### src/rtl/hack_fetch_pc_if.sv
// Fetch-stage bus bundle: the ROM request/ack channel and the
// instruction valid/ready channel towards decode.
interface hack_fetch_pc_if #(
    parameter int WIDTH = 16
);
    logic             rom_req;
    logic [WIDTH-1:0] rom_addr;
    logic             rom_ack;
    logic [WIDTH-1:0] rom_data;
    logic             inst_valid;
    logic [WIDTH-1:0] inst_data;
    logic [WIDTH-1:0] inst_pc;
    logic             inst_ready;

    // Fetch stage side
    modport master (
        output rom_req, rom_addr, inst_valid, inst_data, inst_pc,
        input  rom_ack, rom_data, inst_ready
    );

    // ROM / decode side
    modport slave (
        input  rom_req, rom_addr, inst_valid, inst_data, inst_pc,
        output rom_ack, rom_data, inst_ready
    );
endinterface

### src/rtl/hack_fetch_pc.sv
// Hack CPU program counter and instruction fetch stage. Holds the PC,
// fetches from instruction ROM over req/ack and buffers one instruction
// for decode over valid/ready. Jumps from execute redirect the PC; a jump
// that lands on an outstanding request parks in DRAIN until the stale
// ack has been swallowed.
module hack_fetch_pc #(
    parameter int               WIDTH        = 16,
    parameter logic [WIDTH-1:0] RESET_VECTOR = '0
) (
    input  logic             clk,
    input  logic             rst_n,
    input  logic             jump_en,
    input  logic [WIDTH-1:0] jump_addr,
    hack_fetch_pc_if.master  bus
);
    localparam logic [0:0] S_FETCH = 1'b0;
    localparam logic [0:0] S_DRAIN = 1'b1;

    logic [0:0]       state;
    logic [WIDTH-1:0] pc;
    logic [WIDTH-1:0] target;
    logic             busy;
    logic             inst_valid_q;
    logic [WIDTH-1:0] inst_data_q;
    logic [WIDTH-1:0] inst_pc_q;
    logic             rom_req;
    logic             ack_ok;
    logic             xfer;

    // Request whenever the slot can take a word or a request is already
    // outstanding; gated by rst_n so reset kills the request immediately.
    always_comb begin
        rom_req = 1'b0;
        if (state == S_DRAIN) begin
            rom_req = 1'b1;
        end else begin
            rom_req = busy | ~inst_valid_q | bus.inst_ready;
        end
        rom_req = rom_req & rst_n;
    end

    // An ack only counts against a live request; stray acks are ignored.
    assign ack_ok = rom_req & bus.rom_ack;
    assign xfer   = inst_valid_q & bus.inst_ready;

    assign bus.rom_req    = rom_req;
    assign bus.rom_addr   = pc;
    assign bus.inst_valid = inst_valid_q;
    assign bus.inst_data  = inst_data_q;
    assign bus.inst_pc    = inst_pc_q;

    // PC, request tracking, redirect FSM and the output slot.
    always_ff @(posedge clk or negedge rst_n) begin
        if (!rst_n) begin
            state        <= S_FETCH;
            pc           <= RESET_VECTOR;
            target       <= '0;
            busy         <= 1'b0;
            inst_valid_q <= 1'b0;
            inst_data_q  <= '0;
            inst_pc_q    <= '0;
        end else begin
            if (ack_ok) begin
                busy <= 1'b0;
            end else if (rom_req) begin
                busy <= 1'b1;
            end

            case (state)
                S_FETCH: begin
                    if (jump_en) begin
                        // Flush the slot; a same-cycle ack is dropped.
                        inst_valid_q <= 1'b0;
                        if (rom_req && !bus.rom_ack) begin
                            target <= jump_addr;
                            state  <= S_DRAIN;
                        end else begin
                            pc <= jump_addr;
                        end
                    end else if (ack_ok) begin
                        inst_data_q  <= bus.rom_data;
                        inst_pc_q    <= pc;
                        inst_valid_q <= 1'b1;
                        pc           <= pc + WIDTH'(1);
                    end else if (xfer) begin
                        inst_valid_q <= 1'b0;
                    end
                end
                S_DRAIN: begin
                    inst_valid_q <= 1'b0;
                    if (ack_ok) begin
                        pc    <= jump_en ? jump_addr : target;
                        state <= S_FETCH;
                    end else if (jump_en) begin
                        target <= jump_addr;
                    end
                end
                default: state <= S_FETCH;
            endcase
        end
    end
endmodule

### src/flat_wrapper.sv
// flat-port wrapper written by rule: the top's interface ports become plain ports
module hack_fetch_pc_flat 
#(
    parameter int               WIDTH        = 16,
    parameter logic [WIDTH-1:0] RESET_VECTOR = '0
)
  (clk, rst_n, jump_en, jump_addr, bus_rom_req, bus_rom_addr, bus_inst_valid, bus_inst_data, bus_inst_pc, bus_rom_ack, bus_rom_data, bus_inst_ready);
  hack_fetch_pc_if #(.WIDTH(WIDTH)) bus_i ();
  input  logic clk;
  input  logic rst_n;
  input  logic jump_en;
  input  logic [WIDTH-1:0] jump_addr;
  output wire logic [$bits(bus_i.rom_req)-1:0] bus_rom_req;
  output wire logic [$bits(bus_i.rom_addr)-1:0] bus_rom_addr;
  output wire logic [$bits(bus_i.inst_valid)-1:0] bus_inst_valid;
  output wire logic [$bits(bus_i.inst_data)-1:0] bus_inst_data;
  output wire logic [$bits(bus_i.inst_pc)-1:0] bus_inst_pc;
  input wire logic [$bits(bus_i.rom_ack)-1:0] bus_rom_ack;
  input wire logic [$bits(bus_i.rom_data)-1:0] bus_rom_data;
  input wire logic [$bits(bus_i.inst_ready)-1:0] bus_inst_ready;
  assign bus_rom_req = bus_i.rom_req;
  assign bus_rom_addr = bus_i.rom_addr;
  assign bus_inst_valid = bus_i.inst_valid;
  assign bus_inst_data = bus_i.inst_data;
  assign bus_inst_pc = bus_i.inst_pc;
  assign bus_i.rom_ack = bus_rom_ack;
  assign bus_i.rom_data = bus_rom_data;
  assign bus_i.inst_ready = bus_inst_ready;
  hack_fetch_pc #(.WIDTH(WIDTH), .RESET_VECTOR(RESET_VECTOR)) u_core (.clk(clk), .rst_n(rst_n), .jump_en(jump_en), .jump_addr(jump_addr), .bus(bus_i));
endmodule
### config.mk
export PLATFORM = sky130hd
export DESIGN_NAME = hack_fetch_pc_flat
export DESIGN_NICKNAME = d
export VERILOG_FILES = /design/src/rtl/hack_fetch_pc_if.sv /design/src/rtl/hack_fetch_pc.sv /design/src/flat_wrapper.sv
export SDC_FILE = /design/constraint.sdc
export NUM_CORES = 1
export LEC_CHECK = 0
export ABC_CLOCK_PERIOD_IN_PS = 3300
export BUFFER_PORTS_ARGS = -buffer_cell sky130_fd_sc_hd__buf_2
export CORE_MARGIN = 2
export CORE_UTILIZATION = 56
export DETAILED_ROUTE_END_ITERATION = 10
export PLACE_DENSITY = 0.84
export RECOVER_POWER = 25
export SLEW_MARGIN = 20
export SYNTH_ARGS = -nofsm -noshare
export SYNTH_HDL_FRONTEND = slang
export SYNTH_SLANG_ARGS = --single-unit
### constraint.sdc
create_clock -name clk -period 3.3 [get_ports clk]
set_input_delay 0.165 -clock clk [delete_from_list [all_inputs] [get_ports clk]]
set_output_delay 0.165 -clock clk [all_outputs]
set_load 0.02 [all_outputs]
==> results of run 1 <==
## final timing paths
| check | cells after the start | to | slack (ps) | start |
|---|---|---|---|---|
| max reg2reg | 4 | u_core.bus.rom_addr[0]$_DFFE_PN0P_ | 990 | u_core.state$_DFF_PN0_ |
| min | 2 | u_core.bus.inst_data[11]$_DFFE_PN0P_ | 40 | bus_rom_data[11] |
| min in group asynchronous | 2 | u_core.bus.rom_addr[13]$_DFFE_PN0P_ | 300 | rst_n |
| max | 4 | u_core.bus.rom_addr[0]$_DFFE_PN0P_ | 990 | u_core.state$_DFF_PN0_ |
| max in group asynchronous | 3 | u_core.target[5]$_DFFE_PN0P_ | 1580 | rst_n |
| min reg2reg | 2 | u_core.bus.inst_pc[0]$_DFFE_PN0P_ | 480 | u_core.bus.inst_pc[0]$_DFFE_PN0P_ |
## cells by family (layout without fill, tap and decap cells)
| family | Yosys count | count (layout) | share of synthesized area |
|---|---|---|---|
| adder cells (fa/ha/maj) | 1 | 1 | 0.00385 |
| buffers and inverters | 24 | 114 | 0.0354 |
| AND/OR/NAND/NOR | 80 | 80 | 0.134 |
| AO/OA/AOI/OAI | 62 | 62 | 0.140 |
| flip-flops | 67 | 67 | 0.516 |
| multiplexers | 49 | 49 | 0.171 |
## state kept, by name, summed over array words and instances, names as in the netlist
register,cells
u_core.state,1
u_core.bus.rom_addr,16
u_core.target,16
u_core.bus.inst_valid,1
u_core.bus.inst_pc,16
u_core.busy,1
u_core.bus.inst_data,16
## per-stage QoR
stage / power, mW / area, µm² / worst slack [ps] / std cells / utilization
2_1_floorplan: 1.78 / 3250 / 1360 / 283 / -
3_3_place_gp: 2.07 / 3710 / 1110 / 428 / 0.669
3_5_place_dp: 2.10 / 3710 / 1030 / 428 / 0.669
4_1_cts: 2.93 / 3960 / 1020 / 445 / 0.715
5_1_grt: 3.05 / 3930 / 817 / 445 / 0.710
6_report: 2.90 / 3930 / 994 / 445 / 0.710
## Yosys cell counts (all sizes together) (4+ instances only)
master / count
nand3: 10
buf: 7
o21ai: 12
o22ai: 6
o31ai: 4
nor3: 6
nand2: 22
a21oi: 6
o2bb2ai: 6
mux2: 46
dfrtp: 67
inv: 8
nor4: 5
nor2: 14
nand4: 5
clkbuf: 9
## layer usage
layer	up-vias	track usage	wire length, µm
met3	10	0.0697	659
met1	1254	0.327	3210
met2	132	0.376	3420
met4	0	0.0712	54
met5	-	0	0
li1	1229	-	-
## repair_timing
action	in CTS	in global routing
gates resized for setup	0	0
hold buffers	1	0
endpoints found under the hold margin	15	0
## power breakdown
group	switching (mW)	leakage (nW)	total [mW]	internal, mW
sequential	0.191	0.801	1.23	1.04
combinational	0.500	0.863	0.842	0.342
clock	0.317	0.113	0.820	0.503
total	1.01	1.78	2.90	1.89
## final cells by class
cell class | instances | area share
well taps | 72 | 0.0229
inverters | 8 | 0.00764
clock inverters | 6 | 0.0290
flip-flops and latches | 67 | 0.426
clock buffers | 10 | 0.0325
multi-input cells | 192 | 0.371
repair buffers | 90 | 0.111
==> flow_summary.ini, run 1 <==
[setup_path]
slowest_delay_ps = 650
crit_chain = nand2b_1, a21oi_1, or2_1, mux2_4
end_kind = flip-flop
cp_slowest_cell = a21oi_1
cp_max_fo = 20
worst-path-buf-inv = 0
cp-start-kind = flip-flop
crit_arrival_ps = 2530
required_ps = 3530
critical_path.top_delay_family = compound AO/OA/AOI/OAI gates
worstSetupPathType = reg2reg

[cts]
clock-sinks = 67
clockBufferDepth = 2
cts_setup_buffers = 0
numCtsBuffers = 9
clkLatencyLatePin_ps = 340
root_buffer = clkbuf_8
clkTransAtPathRegs_ps = 80
h-tree-depth = 3
cts_tree = built

[job]
cap_violations = 0

[pwr]
vdd_drop_max_v = 0.000358
leakage_nw = 1.78
powerDensity_nw_per_um2 = 736

[global_routing]
antenna_found_initial = 0
grt.overflow.total = 0
grt_max_degree = 38
grt_pass1_vias = 2447
grt_pass1_wl_um = 11800
grt_use_total = 0.241

[floorplan]
core_um2 = 5540
dieArea_um2 = 6430
io_pins = 87
chipHeight_um = 80.2
row_count = 27
initial_core_util = 0.586
die_width_um = 80.2

[timing]
min_period_over_period = 0.699
setup_tns_ps = 0
relSlewSlack = 0.240
setup_viol = 0
maxSlewViolCount = 0
rsz0062_at_grt = false
min_period_ps = 2310
holdWs_ps = 41.7
hold_viol_final = 0
worst_pin_slew_ps = 1140
fin_worst_skew_ps = 13.5
fmax_ghz = 0.434

[outcome]
status = finished clean

[layout]
nNetsFinal = 406
n_antenna_cell = 0
register_area_um2 = 1680
multi_input_area_um2 = 1460
mostFrequentLayoutCells = 68 x buf_2, 67 x dfrtp_1, 41 x mux2_2
fillers = 412
areaGrowthSynthToFinish_pct = 21.0
final_common_cell = buf_2
drive_gt1_frac = 0.359

[route]
routed_wl_um = 7350
wl_per_cell_um = 16.5
vias = 2625
ant_nets = 0
drtIter0Drc = 274
vias_per_cell = 5.90
dr.pass1.iters = 6
drc = 0

[logic_synthesis]
ys_top_cells_by_area = dfrtp_1 52%, mux2_2 14%, nand2_1 2.4%
yosys_most_used_dff = dfrtp_1
syn_inst = 283
async_flop_share = 1.00
syn-mean-instance-area_um2 = 11.5
synthDistinctLibCells = 55
ys_seq_elements = 67
ys_seq_area_frac = 0.516
syn-num-nets = 321
synth_top_area_frac = 0.516
yosysTopAreaCell = dfrtp_1
synth_edf_count = 0
ys_warn_count = 0
synth_area_um2 = 3250

[worst_hold_path]
hold_path_class = in2reg

[placement]
hpwl_um = 5280
port_buffers = 86
gp_congestion = 0.848
(Power assumes the default switching activity.)
==> inputs of run 2 (changes only) <==
- ABC_CLOCK_PERIOD_IN_PS: 3300 -> 2000
- CORE_UTILIZATION: 56 -> 47
- PLACE_DENSITY: 0.84 -> 0.75
- clock period: 3.3 -> 2 ns (I/O delays scaled with it)
==> run 2 against run 1 <==
  * Flip-flop and latch count is the same
  * Non-clock buffer count grew 39
  * Utilization shrank 7.7 points
  * Wire length grew 7.8%
  * Critical path type is now reg2out
  * Clock skew shrank 0.88 ps
==> flow_summary.ini, run 2 (synthesized netlist as in run 1, its figures left out) <==
[timing]
fin_worst_skew_ps = 12.6
worst_pin_slew_ps = 579
fmax_ghz = 0.516
relSlewSlack = 0.604
maxSlewViolCount = 0
setup_tns_ps = 0
rsz0062_at_grt = false
setup_viol = 0
min_period_ps = 1940
hold_viol_final = 0
min_period_over_period = 0.968

[pwr]
pwr-share-clk = 0.261
vdd_drop_max_v = 0.000507
leakage_nw = 1.92
internal-power_mw = 3.06
powerDensity_nw_per_um2 = 1110
total_power_mw = 4.76
power_switching_mw = 1.70
p_sw_frac = 0.357
p_comb_frac = 0.324
pwr-share-seq = 0.415

[setup_path]
crit_cells = 4
worstSetupPathType = reg2out
worst-path-buf-inv = 2
required_ps = 1900
cp_max_fo = 10
crit_arrival_ps = 1840
r2r_start = u_core.busy$_DFFE_PN0P_
startpoint = u_core.state$_DFF_PN0_
endpoint = bus_rom_req
crit_chain = buf_4, or4b_4, and2_4, buf_2
slowest_delay_ps = 580
r2r_cells = 6
r2r_slack_ps = 150
end_kind = primary output
critical_path.top_delay_family = simple AND/OR/NAND/NOR gates
cp_slowest_cell = or4b_4
timing.rr.end = u_core.bus.rom_addr[14]$_DFFE_PN0P_
cp-start-kind = flip-flop

[route]
ant_nets = 0
dr.pass1.iters = 5
wl_per_cell_um = 16.1
vias = 2781
drc = 0
drtIter0Drc = 215
vias_per_cell = 5.65
routed_wl_um = 7930

[layout]
mostFrequentLayoutCells = 67 x dfrtp_1, 57 x buf_2, 41 x mux2_2
final_common_cell = dfrtp_1
areaGrowthSynthToFinish_pct = 31.5
register_area_um2 = 1680
multi_input_area_um2 = 1460
n_antenna_cell = 0
nNetsFinal = 445
fillers = 529
drive_gt1_frac = 0.347

[job]
cap_violations = 0

[cts]
h-tree-depth = 3
cts_tree = built
numCtsBuffers = 9
clkTransAtPathRegs_ps = 80
root_buffer = clkbuf_8
clock-sinks = 67
clockBufferDepth = 2
clkLatencyLatePin_ps = 340

[placement]
hpwl_um = 5490
gp_congestion = 0.874
port_buffers = 86

[global_routing]
grt.overflow.total = 0
grt_pass1_vias = 2634
use_met3 = 0.0379
met2_usage = 0.341
grt_pass1_wl_um = 12700
use_met1 = 0.295
antenna_found_initial = 0
busiest_layer = met2
grt_max_degree = 51
grt_use_total = 0.215

[floorplan]
die_width_um = 87.1
io_pins = 87
initial_core_util = 0.481
core_um2 = 6760
chipHeight_um = 87.1
dieArea_um2 = 7590
row_count = 30

[outcome]
status = finished clean

[worst_hold_path]
hold_path_class = in2reg
run 2: cell count changes in the layout (fill, tap and decap cells not counted), sizes merged:
| cell | before | now |
|---|---|---|
| buf | 70 | 77 |
| inv | 8 | 9 |
| bufinv | 3 | 2 |
| clkbuf | 29 | 39 |
| dlygate4sd3 | 1 | 23 |
run 2: power by group through the flow:
stage	Sequential, mW	Clock (mW)	Combinational (mW)
3_3_place_gp	1.97	0	1.54
4_1_cts	1.96	1.26	1.60
5_1_grt	2.02	1.33	1.67
2_1_floorplan	2.35	0	0.594
3_5_place_dp	1.99	0	1.56
6_report	1.98	1.24	1.54
run 2: final cells by class:
| type | instances | area share |
|---|---|---|
| repair buffers | 129 | 0.184 |
| clock buffers | 10 | 0.0299 |
| flip-flops and latches | 67 | 0.392 |
| multi-input cells | 192 | 0.343 |
| clock inverters | 6 | 0.0208 |
| well taps | 80 | 0.0234 |
| inverters | 8 | 0.00703 |
run 2: through the flow:
step	hold WS [ps]	instance area, µm²	util	cells	setup slack, ps
2_1_floorplan	-196	3250	-	283	57.3
3_5_place_dp	-15.0	3860	0.571	453	180
6_report	9.86	4270	0.633	492	63.0
3_3_place_gp	-15.5	3860	0.571	453	231
5_1_grt	7.75	4270	0.633	492	13.3
4_1_cts	0.759	4310	0.638	492	35.5
run 2: worst reg2reg max path: cells and delay by family, from the launching register on:
kind                   cells  cell delay [ps]
DFF                        1              430
buffers and inverters      2              360
and+or+nand+nor            2              480
AOI/OAI and AO/OA          2              490
run 2: what timing repair did:
item	CTS	global route
setup endpoints to repair	1	2
gates resized for setup	1	2
cloned	0	0
endpoints found under the hold margin	39	0
hold buffers	23	0
setup buffers	0	0
run 2: worst min path at each step:
| stage | from | endpoint | slack (ps) | cells past startpoint |
|---|---|---|---|---|
| 4_1_cts | jump_addr[1] | u_core.target[1]$_DFFE_PN0P_ | 0.8 | 2 |
| 6_report | jump_addr[1] | u_core.target[1]$_DFFE_PN0P_ | 10 | 2 |
| 5_1_grt | jump_addr[1] | u_core.target[1]$_DFFE_PN0P_ | 8 | 2 |
| 3_3_place_gp | rst_n | u_core.target[14]$_DFFE_PN0P_ | -20 | 1 |
| 2_1_floorplan | rst_n | u_core.bus.inst_data[0]$_DFFE_PN0P_ | -200 | 0 |
| 3_5_place_dp | rst_n | u_core.target[14]$_DFFE_PN0P_ | -10 | 1 |
run 2: routing by layer:
metal  vias to the layer above  routed length [µm]
li1                       1320                   -
met1                      1314                3540
met2                       132                3670
met3                        15                 591
met4                         0                 129
met5                         -                   0
==> inputs of run 3 (changes only) <==
- CORE_UTILIZATION: 47 -> 35
- PLACE_DENSITY: 0.75 -> not set
==> run 3 against run 2 <==
  * Total power down 0.20%
  * Combinational power up 6%
  * First-iteration DRC count down 40%
  * Critical path depth down 1
  * Utilization down 16 points
  * Worst hold slack better by 3.0 ps
  * Non-clock buffer count up 5
  * Sequential share of layout area down 0.68 points
==> flow_summary.ini, run 3 (synthesized netlist as in run 1, its figures left out) <==
[cts]
clkTransAtPathRegs_ps = 80
h-tree-depth = 3
cts_tree = built
root_buffer = clkbuf_8
clkLatencyLatePin_ps = 350
cts_setup_buffers = 0
numCtsBuffers = 9
clock-sinks = 67
clockBufferDepth = 2

[route]
wl_per_cell_um = 15.9
ant_nets = 0
dr.pass1.iters = 4
drc = 0
vias_per_cell = 5.18
vias = 2733
drtIter0Drc = 130
routed_wl_um = 8400

[layout]
n_antenna_cell = 0
mostFrequentLayoutCells = 71 x buf_2, 67 x dfrtp_1, 41 x mux2_2
drive_gt1_frac = 0.391
final_cells = 528
final_common_cell = buf_2
nNetsFinal = 450
areaGrowthSynthToFinish_pct = 33.8

[timing]
hold_viol_final = 0
maxSlewViolCount = 0
min_period_over_period = 0.943
setup_tns_ps = 0
worst_pin_slew_ps = 684
fmax_ghz = 0.530
setup_viol = 0
rsz0062_at_grt = false
fin_worst_skew_ps = 10.4
relSlewSlack = 0.544
min_period_ps = 1890

[placement]
dp.cells = 490
hpwl_um = 6110
gp_congestion = 0.832
port_buffers = 86

[worst_hold_path]
hold_path_class = in2reg

[setup_path]
cp-start-kind = flip-flop
r2r_slack_ps = 160
end_kind = primary output
worstSetupPathType = reg2out
crit_arrival_ps = 1790
required_ps = 1900
cp_max_fo = 7

[global_routing]
grt.overflow.total = 0
grt_pass1_wl_um = 13400
grt_use_total = 0.171
grt_pass1_vias = 2647
antenna_found_initial = 0
grt_max_degree = 37

[floorplan]
dieArea_um2 = 10100
row_count = 35
core_um2 = 9110
initial_core_util = 0.357
die_width_um = 100
chipHeight_um = 100
io_pins = 87

[job]
cap_violations = 0

[outcome]
status = finished clean

[pwr]
leakage_nw = 1.99
vdd_drop_max_v = 0.000399
powerDensity_nw_per_um2 = 1090
run 3: changes by cell type in the layout (fill, tap and decap cells not counted), sizes merged:
cell and change:
clkinv -1, bufinv -1, buf +19, clkinvlp -1, inv +4, clkbuf -14, dlygate4sd3 -1
run 3: final timing paths:
| check | from | end | depth (start not counted) |
|---|---|---|---|
| min in group asynchronous | rst_n | u_core.bus.inst_valid$_DFFE_PN0P_ | 2 |
| max in group asynchronous | rst_n | u_core.busy$_DFFE_PN0P_ | 4 |
| worst min register to register | u_core.bus.inst_pc[14]$_DFFE_PN0P_ | u_core.bus.inst_pc[14]$_DFFE_PN0P_ | 2 |
| worst min-delay path | jump_addr[6] | u_core.target[6]$_DFFE_PN0P_ | 2 |
| worst max register to register | u_core.busy$_DFFE_PN0P_ | u_core.bus.rom_addr[4]$_DFFE_PN0P_ | 5 |
| worst max-delay path | u_core.state$_DFF_PN0_ | bus_rom_req | 3 |
run 3: timing repair:
item / in CTS / in global routing
hold endpoints to repair: 44 / 1
endpoints found under the setup margin: 0 / 1
gates resized for setup: 0 / 1
hold buffers: 21 / 1
run 3: metrics by stage:
stage          setup slack, ps  total power [mW]  hold WS [ps]   util  cell area, µm²
2_1_floorplan             57.3              2.94          -196      -            3250
3_3_place_gp               193              3.55         -15.7  0.433            3940
3_5_place_dp               163              3.59         -19.9  0.433            3940
4_1_cts                   61.7              4.82         0.352  0.478            4360
5_1_grt                   26.0              5.03          2.02  0.477            4350
6_report                   114              4.75          12.9  0.477            4350
run 3: per-layer routing:
layer  global-route usage  vias up  share of wire
met5                    0        -              0
met4               0.0580        0          0.014
met3               0.0481        7          0.059
met2                0.263       82           0.45
met1                0.232     1314           0.47
li1                     -     1330              -
run 3: area by class of cell:
cell class / count / area (µm²)
clock buffers: 9 / 124
inverters: 8 / 30.0
clock inverters: 7 / 81.3
fillers: 838 / 4760
flip-flops and latches: 67 / 1680
multi-input cells: 192 / 1460
well taps: 111 / 139
repair buffers: 134 / 837
run 3: critical path, cell delays in order (launching register included):
cell	delay [ps]
dfrtp_1	460
or4b_4	600
and2_1	220
buf_2	170
run 3: power by group:
group,total (mW),switching [mW],internal [mW]
Combinational,1.63,0.945,0.683
Sequential,1.93,0.214,1.72
Clock,1.18,0.587,0.598
